===== src/rtl/riscv_pkg.sv =====
// Shared encodings for the RV32I decode stage: opcodes, ALU control codes,
// immediate formats, result-source selects and the decoded control bundle.
package riscv_pkg;

    localparam int XLEN   = 32;
    localparam int NREG   = 32;
    localparam int REG_AW = 5;

    localparam logic [6:0] OP_LW  = 7'b0000011;
    localparam logic [6:0] OP_SW  = 7'b0100011;
    localparam logic [6:0] OP_R   = 7'b0110011;
    localparam logic [6:0] OP_I   = 7'b0010011;
    localparam logic [6:0] OP_BEQ = 7'b1100011;
    localparam logic [6:0] OP_JAL = 7'b1101111;

    typedef enum logic [2:0] {
        ALU_ADD = 3'b000,
        ALU_SUB = 3'b001,
        ALU_AND = 3'b010,
        ALU_OR  = 3'b011,
        ALU_SLT = 3'b101
    } alu_ctrl_e;

    typedef enum logic [1:0] {
        IMM_I = 2'b00,
        IMM_S = 2'b01,
        IMM_B = 2'b10,
        IMM_J = 2'b11
    } imm_src_e;

    typedef enum logic [1:0] {
        RES_ALU = 2'b00,
        RES_MEM = 2'b01,
        RES_PC4 = 2'b10
    } result_src_e;

    typedef enum logic [1:0] {
        ALUOP_ADD   = 2'b00,
        ALUOP_SUB   = 2'b01,
        ALUOP_FUNCT = 2'b10
    } alu_op_e;

    // Control bundle produced by the main decoder
    typedef struct packed {
        logic        reg_write;
        result_src_e result_src;
        logic        mem_write;
        logic        jump;
        logic        branch;
        logic        alu_src;
        imm_src_e    imm_src;
        alu_op_e     alu_op;
    } ctrl_t;

    // Sign-extend the immediate field selected by the instruction format
    function automatic logic [XLEN-1:0] imm_extend(input logic [31:0] instr,
                                                   input imm_src_e    src);
        logic [XLEN-1:0] imm;
        case (src)
            IMM_I:   imm = {{20{instr[31]}}, instr[31:20]};
            IMM_S:   imm = {{20{instr[31]}}, instr[31:25], instr[11:7]};
            IMM_B:   imm = {{19{instr[31]}}, instr[31], instr[7], instr[30:25],
                            instr[11:8], 1'b0};
            IMM_J:   imm = {{11{instr[31]}}, instr[31], instr[19:12], instr[20],
                            instr[30:21], 1'b0};
            default: imm = '0;
        endcase
        return imm;
    endfunction

endpackage


===== src/rtl/register_file.sv =====
// Architectural register file: two asynchronous read ports, one synchronous
// write port. x0 is hardwired to zero; a read of the register being written in
// the same cycle returns the incoming write data.
module register_file
    import riscv_pkg::*;
(
    input  logic              clk,
    input  logic              rst,
    input  logic [REG_AW-1:0] a1,
    input  logic [REG_AW-1:0] a2,
    output logic [XLEN-1:0]   rd1,
    output logic [XLEN-1:0]   rd2,
    input  logic              we,
    input  logic [REG_AW-1:0] a3,
    input  logic [XLEN-1:0]   wd
);

    // x0 has no storage; only x1..x31 are held
    logic [XLEN-1:0] regs [1:NREG-1];

    logic write_en;
    assign write_en = we && (a3 != '0);

    // Write port: clear all registers on reset, otherwise write on enable
    always_ff @(posedge clk or posedge rst) begin
        if (rst) begin
            for (int i = 1; i < NREG; i++) begin
                regs[i] <= '0;
            end
        end else if (write_en) begin
            regs[a3] <= wd;
        end
    end

    // Read ports: x0 reads zero, same-cycle write is forwarded
    always_comb begin
        rd1 = '0;
        rd2 = '0;
        if (a1 != '0) begin
            rd1 = (write_en && (a3 == a1)) ? wd : regs[a1];
        end
        if (a2 != '0) begin
            rd2 = (write_en && (a3 == a2)) ? wd : regs[a2];
        end
    end

endmodule


===== src/rtl/decode_cycle.sv =====
// RV32I decode stage: main/ALU decode, immediate extension, register-file
// read, and the ID/EX pipeline register feeding Execute.
module decode_cycle
    import riscv_pkg::*;
(
    input  logic              clk,
    input  logic              rst,
    input  logic [31:0]       InstrD,
    input  logic [XLEN-1:0]   PCD,
    input  logic [XLEN-1:0]   PCPlus4D,
    input  logic              RegWriteW,
    input  logic [REG_AW-1:0] RDW,
    input  logic [XLEN-1:0]   ResultW,
    input  logic              FlushE,
    output logic              RegWriteE,
    output logic [1:0]        ResultSrcE,
    output logic              MemWriteE,
    output logic              JumpE,
    output logic              BranchE,
    output logic [2:0]        ALUControlE,
    output logic              ALUSrcE,
    output logic [XLEN-1:0]   RD1E,
    output logic [XLEN-1:0]   RD2E,
    output logic [XLEN-1:0]   ImmExtE,
    output logic [REG_AW-1:0] Rs1E,
    output logic [REG_AW-1:0] Rs2E,
    output logic [REG_AW-1:0] RdE,
    output logic [XLEN-1:0]   PCE,
    output logic [XLEN-1:0]   PCPlus4E
);

    logic [6:0]        opcode;
    logic [2:0]        funct3;
    logic              funct7_5;
    logic [REG_AW-1:0] rs1;
    logic [REG_AW-1:0] rs2;
    logic [REG_AW-1:0] rd;

    assign opcode   = InstrD[6:0];
    assign rd       = InstrD[11:7];
    assign funct3   = InstrD[14:12];
    assign rs1      = InstrD[19:15];
    assign rs2      = InstrD[24:20];
    assign funct7_5 = InstrD[30];

    ctrl_t           ctrl;
    alu_ctrl_e       alu_control;
    logic [XLEN-1:0] imm_ext;
    logic [XLEN-1:0] rd1;
    logic [XLEN-1:0] rd2;

    register_file u_register_file (
        .clk (clk),
        .rst (rst),
        .a1  (rs1),
        .a2  (rs2),
        .rd1 (rd1),
        .rd2 (rd2),
        .we  (RegWriteW),
        .a3  (RDW),
        .wd  (ResultW)
    );

    // Main decoder: opcode to control bundle; unknown opcodes become a NOP
    always_comb begin
        ctrl = '{reg_write: 1'b0, result_src: RES_ALU, mem_write: 1'b0,
                 jump: 1'b0, branch: 1'b0, alu_src: 1'b0,
                 imm_src: IMM_I, alu_op: ALUOP_ADD};
        case (opcode)
            OP_LW: begin
                ctrl.reg_write  = 1'b1;
                ctrl.alu_src    = 1'b1;
                ctrl.result_src = RES_MEM;
                ctrl.imm_src    = IMM_I;
            end
            OP_SW: begin
                ctrl.mem_write = 1'b1;
                ctrl.alu_src   = 1'b1;
                ctrl.imm_src   = IMM_S;
            end
            OP_R: begin
                ctrl.reg_write = 1'b1;
                ctrl.alu_op    = ALUOP_FUNCT;
            end
            OP_I: begin
                ctrl.reg_write = 1'b1;
                ctrl.alu_src   = 1'b1;
                ctrl.imm_src   = IMM_I;
                ctrl.alu_op    = ALUOP_FUNCT;
            end
            OP_BEQ: begin
                ctrl.branch  = 1'b1;
                ctrl.imm_src = IMM_B;
                ctrl.alu_op  = ALUOP_SUB;
            end
            OP_JAL: begin
                ctrl.reg_write  = 1'b1;
                ctrl.jump       = 1'b1;
                ctrl.result_src = RES_PC4;
                ctrl.imm_src    = IMM_J;
            end
            default: ;
        endcase
    end

    // ALU decoder: subtract only for R-type with funct7[5]; addi never subtracts
    always_comb begin
        alu_control = ALU_ADD;
        case (ctrl.alu_op)
            ALUOP_SUB: alu_control = ALU_SUB;
            ALUOP_FUNCT: begin
                case (funct3)
                    3'b000:  alu_control = (opcode == OP_R && funct7_5) ? ALU_SUB : ALU_ADD;
                    3'b010:  alu_control = ALU_SLT;
                    3'b110:  alu_control = ALU_OR;
                    3'b111:  alu_control = ALU_AND;
                    default: alu_control = ALU_ADD;
                endcase
            end
            default: alu_control = ALU_ADD;
        endcase
    end

    assign imm_ext = imm_extend(InstrD, ctrl.imm_src);

    // ID/EX register: flush clears control and RdE, data still loads
    always_ff @(posedge clk or posedge rst) begin
        if (rst) begin
            RegWriteE   <= 1'b0;
            ResultSrcE  <= 2'b00;
            MemWriteE   <= 1'b0;
            JumpE       <= 1'b0;
            BranchE     <= 1'b0;
            ALUControlE <= 3'b000;
            ALUSrcE     <= 1'b0;
            RD1E        <= '0;
            RD2E        <= '0;
            ImmExtE     <= '0;
            Rs1E        <= '0;
            Rs2E        <= '0;
            RdE         <= '0;
            PCE         <= '0;
            PCPlus4E    <= '0;
        end else begin
            RD1E     <= rd1;
            RD2E     <= rd2;
            ImmExtE  <= imm_ext;
            Rs1E     <= rs1;
            Rs2E     <= rs2;
            PCE      <= PCD;
            PCPlus4E <= PCPlus4D;
            if (FlushE) begin
                RegWriteE   <= 1'b0;
                ResultSrcE  <= 2'b00;
                MemWriteE   <= 1'b0;
                JumpE       <= 1'b0;
                BranchE     <= 1'b0;
                ALUControlE <= 3'b000;
                ALUSrcE     <= 1'b0;
                RdE         <= '0;
            end else begin
                RegWriteE   <= ctrl.reg_write;
                ResultSrcE  <= ctrl.result_src;
                MemWriteE   <= ctrl.mem_write;
                JumpE       <= ctrl.jump;
                BranchE     <= ctrl.branch;
                ALUControlE <= alu_control;
                ALUSrcE     <= ctrl.alu_src;
                RdE         <= rd;
            end
        end
    end

endmodule


===== config.mk =====
export PLATFORM = sky130hd
export DESIGN_NAME = decode_cycle
export DESIGN_NICKNAME = d
export VERILOG_FILES = /design/src/rtl/riscv_pkg.sv /design/src/rtl/register_file.sv /design/src/rtl/decode_cycle.sv
export SDC_FILE = /design/constraint.sdc
export NUM_CORES = 2
export LEC_CHECK = 0
export CAP_MARGIN = 40
export CORE_UTILIZATION = 40
export CTS_CLUSTER_DIAMETER = 50
export DETAILED_ROUTE_END_ITERATION = 8
export PLACE_DENSITY = 0.56
export SLEW_MARGIN = 10
export SYNTH_ARGS = -nofsm -noshare
export SYNTH_HDL_FRONTEND = slang
export SYNTH_SLANG_ARGS = --single-unit

===== constraint.sdc =====
create_clock -name clk -period 59.5 [get_ports clk]
set_input_delay 17.85 -clock clk [delete_from_list [all_inputs] [get_ports clk]]
set_output_delay 17.85 -clock clk [all_outputs]
set_load 0.05 [all_outputs]

==> run summary <==
Outcome -> finished, final reports clean
Longest Clk Path Bufs -> 3
WHS -> 0.5192 ns
Largest net degree at the start of global routing -> 161
Gpl congestion -> 0.7809
Die Area -> 147,600 µm²
RSZ-0062 raised after global routing -> false
Finished Cell Area -> 69,390 µm²
Worst slew pin tran -> 0.9767 ns
TritonCTS Sinks -> 1,165
Area Growth Syn to Fin -> 18.75%
Reg2reg path depth -> 5
Syn Inst Count -> 3,953
FF-to-FF setup slack -> 57.53 ns
Minimum clock period -> 21.08 ns
Reg2reg end -> RD1E[30]
Core ar. -> 144,400 µm²
Std-Cell Rows -> 139
Register area share after synthesis -> 49.89%
Die Span X -> 384.2 µm
Flops & latches, synth -> 1,165
Dpl cell area -> 64,070 µm²
Pleak -> 29.82 nW
Layout cell share with drive strength beyond 1 -> 45.79%
Router iterations before antenna repair -> 8
Cell mode on critical path -> buf_4
Sw frac -> 27.99%
CP peak stage delay -> 0.68 ns
Final setup viols -> 0
WL final -> 186,600 µm
CP required -> 60.34 ns
CTS tree -> built
Skew final -> 0.02684 ns
Clock power share -> 38.6%
Setup bufs post-CTS -> 0
Worst Hold Launch -> u_register_file.regs[468]
Detailed Route Iter0 Violations -> 3,319
Worst path arrival time -> 21.92 ns
CTS buffer count -> 148
DIE HEIGHT -> 384.2 µm
Initial antenna violation count -> 8
Gr usage total -> 25.64%
Grt peak-use layer -> met2
Hold depth -> 1
GR Layer Usage met1 -> 37.19%
Grt met2 use -> 39.27%
First-pass GRT wire length -> 276,000 µm
Antenna viol nets, final -> 0
Worst slew margin -> 34.89%
Critical Path, Cell by Cell -> clkdlybuf4s50_1 -> inv_8 -> buf_4 -> buf_4 -> buf_4 -> buf_4 -> buf_16 -> buf_4
Async SR Flop Fraction -> 100.0%
P per Cell Area -> 35.54 nW/µm²
Final #Nets -> 4,295
Max VDD drop -> 23.76 µV
Pint -> 1.776 mW
Critical R2R Launch -> u_register_file.regs[158]
Startpoint types -> primary input
CP bufs+invs -> 8
Drt drc -> 0
H-tree depth -> 4
Sw power -> 0.6901 mW
Final period utilization -> 35.43%
Cts hold-fix bufs -> 0
Hold Path Class -> reg -> reg
Grt met3 use -> 4.666%
Crit-path max FO -> 104
Synth warnings -> 0
Top Ports -> 322
Mapped Nets -> 4,092
Gate power share -> 19.3%
Family with the most delay on the worst path -> buffers and inverters
Hpwl dp -> 108,300 µm
Final Hold Fails -> 0
FMAX -> 0.04743 GHz
Total power -> 2.466 mW
Initial Util -> 40.48%
Total number of vias -> 37,380
PortBufs -> 321
Vias in the first global route -> 38,570
Max_cap viols -> 0
Setup TNS -> 0 ns
Worst setup path category -> in -> async
Crit. End Element -> asynchronous set/reset pin
Clock Pin Slew Worst Setup and Hold Paths -> 0.05 ns
Hold Path End -> u_register_file.regs[468]
Seq pwr share -> 42.1%
Mean post-synth cell area -> 14.78 µm²
Cell Area, Synth -> 58,430 µm²
Synth unique cells -> 55
EDFF count, synth -> 0
Max-slew violation count -> 0
Gr ovfl total -> 0
Ys flop type -> dfrtp_1
Root buf cell -> clkbuf_16
Cts repair resizes -> 0
Clock Latency Late Sink -> 0.80 ns
CP max stage cell -> buf_4
Wire length per cell -> 30.18 µm
Vias per cell -> 6.046
==> cell families after synthesis <==
logic type | count (synthesis) | share of synthesized area [%]
buffers and inverters | 425 | 3.587
adders and majority gates | 2 | 0.04282
and+or+nand+nor | 394 | 3.073
muxes | 1622 | 39.53
xor gates and xnor gates | 10 | 0.1499
AOI/OAI and AO/OA | 335 | 3.732
DFF | 1165 | 49.89
==> registers in the layout, indices dropped and copies added (netlist names), 3 cells and up <==
| register | count |
|---|---|
| Rs2E | 5 |
| u_register_file.regs | 992 |
| PCPlus4E | 32 |
| PCE | 32 |
| RD2E | 32 |
| RD1E | 32 |
| Rs1E | 5 |
| ALUControlE | 3 |
| RdE | 5 |
| ImmExtE | 21 |
==> worst reg2reg max path, cell delays in order, from the launching register on <==
cell	delay [ns]
dfrtp_1	0.38
mux4_2	0.48
a22oi_1	0.18
o311ai_0	0.27
nor4_1	0.41
a21oi_1	0.12
==> per-stage QoR <==
stage,setup slack [ns],cells,utilization [%]
2_1_floorplan,8.836,3953,-
3_3_place_gp,36.23,5854,43.57
3_5_place_dp,37.44,5907,44.39
4_1_cts,38.30,6179,48.03
5_1_grt,37.90,6182,48.07
6_report,38.42,6183,48.07
==> synthesized netlist by cell type (all sizes together) (3+ instances only) <==
library cell,n,area share [%]
mux2i,117,2.0
nand3,27,0.23
clkbuf,146,0.94
nand4b,3,0.045
a2111oi,11,0.16
a22oi,54,0.69
a311oi,3,0.045
nand4,3,0.032
a21oi,116,0.99
nand3b,4,0.051
o22ai,10,0.11
nor3,60,0.53
mux2,1063,20
a21o,8,0.10
and3,4,0.043
xor2,6,0.090
inv,8,0.051
buf,271,2.6
dfrtp,1165,50
and3b,3,0.045
xnor2,4,0.060
a221oi,63,0.94
nand2,100,0.64
o21ai,55,0.47
nor2,151,0.97
a31oi,3,0.032
or2,3,0.032
mux4,442,17
nand2b,9,0.096
nor2b,14,0.15
nor3b,4,0.051
==> how the worst max path moves through the flow <==
stage | from | endpoint | slack (ns) | cells after the start
final | rst | RD1E[31] | 38.42 | 8
after global routing | rst | Rs2E[2] | 37.90 | 8
after CTS | rst | Rs2E[2] | 38.30 | 8
after detailed placement | rst | RD1E[31] | 37.44 | 8
after global placement | rst | RD1E[31] | 36.23 | 7
after floorplan | rst | ALUControlE[0] | 8.84 | 1
==> power by group through the flow <==
stage	sequential (mW)	combinational, mW	clock, mW
2_1_floorplan	1.06	0.325	0
3_3_place_gp	1.04	0.464	0
3_5_place_dp	1.05	0.478	0
4_1_cts	1.03	0.480	0.971
5_1_grt	1.06	0.510	1.00
6_report	1.04	0.477	0.951
==> layer usage <==
| metal | vias to the layer above | share of wire, % |
|---|---|---|
| li1 | 15420 | - |
| met1 | 20310 | 45 |
| met2 | 1346 | 46 |
| met3 | 295 | 6.0 |
| met4 | 4 | 2.5 |
| met5 | - | 0.011 |
==> layout by cell type, fill, tap and decap left out, types with 4 or more instances in the layout <==
cell type	instances
o22ai_1	10
nand2b_2	5
clkinv_16	4
clkdlybuf4s50_1	311
a21oi_1	116
nor3b_1	4
nor2_4	12
nand2_2	14
buf_4	92
a2111oi_0	11
inv_16	8
mux2_1	4
clkinv_4	6
clkbuf_1	23
xor2_1	6
nor3_1	58
mux2_2	1059
inv_1	5
buf_8	18
buf_16	30
nand3_1	27
buf_2	4
mux2i_1	117
a22oi_1	54
a221oi_1	63
nor2_1	139
bufinv_16	16
mux4_2	442
clkbuf_8	27
dfrtp_1	1165
o21ai_0	54
nand2_1	85
a21o_1	8
xnor2_1	4
clkbuf_16	148
clkinv_2	21
nand3b_1	4
buf_12	12
clkinvlp_4	12
nor2b_1	12
==> cell type report <==
| class | count | area (µm²) |
|---|---|---|
| clock inverter | 74 | 1097 |
| multi-input combinational | 2363 | 27360 |
| antenna | 2 | 5.005 |
| inverter | 8 | 40.04 |
| fill | 12450 | 74960 |
| sequential | 1165 | 29150 |
| tap | 1903 | 2381 |
| timing repair buffer | 470 | 5194 |
| clock buffer | 198 | 4161 |
(Power assumes the default switching activity.)
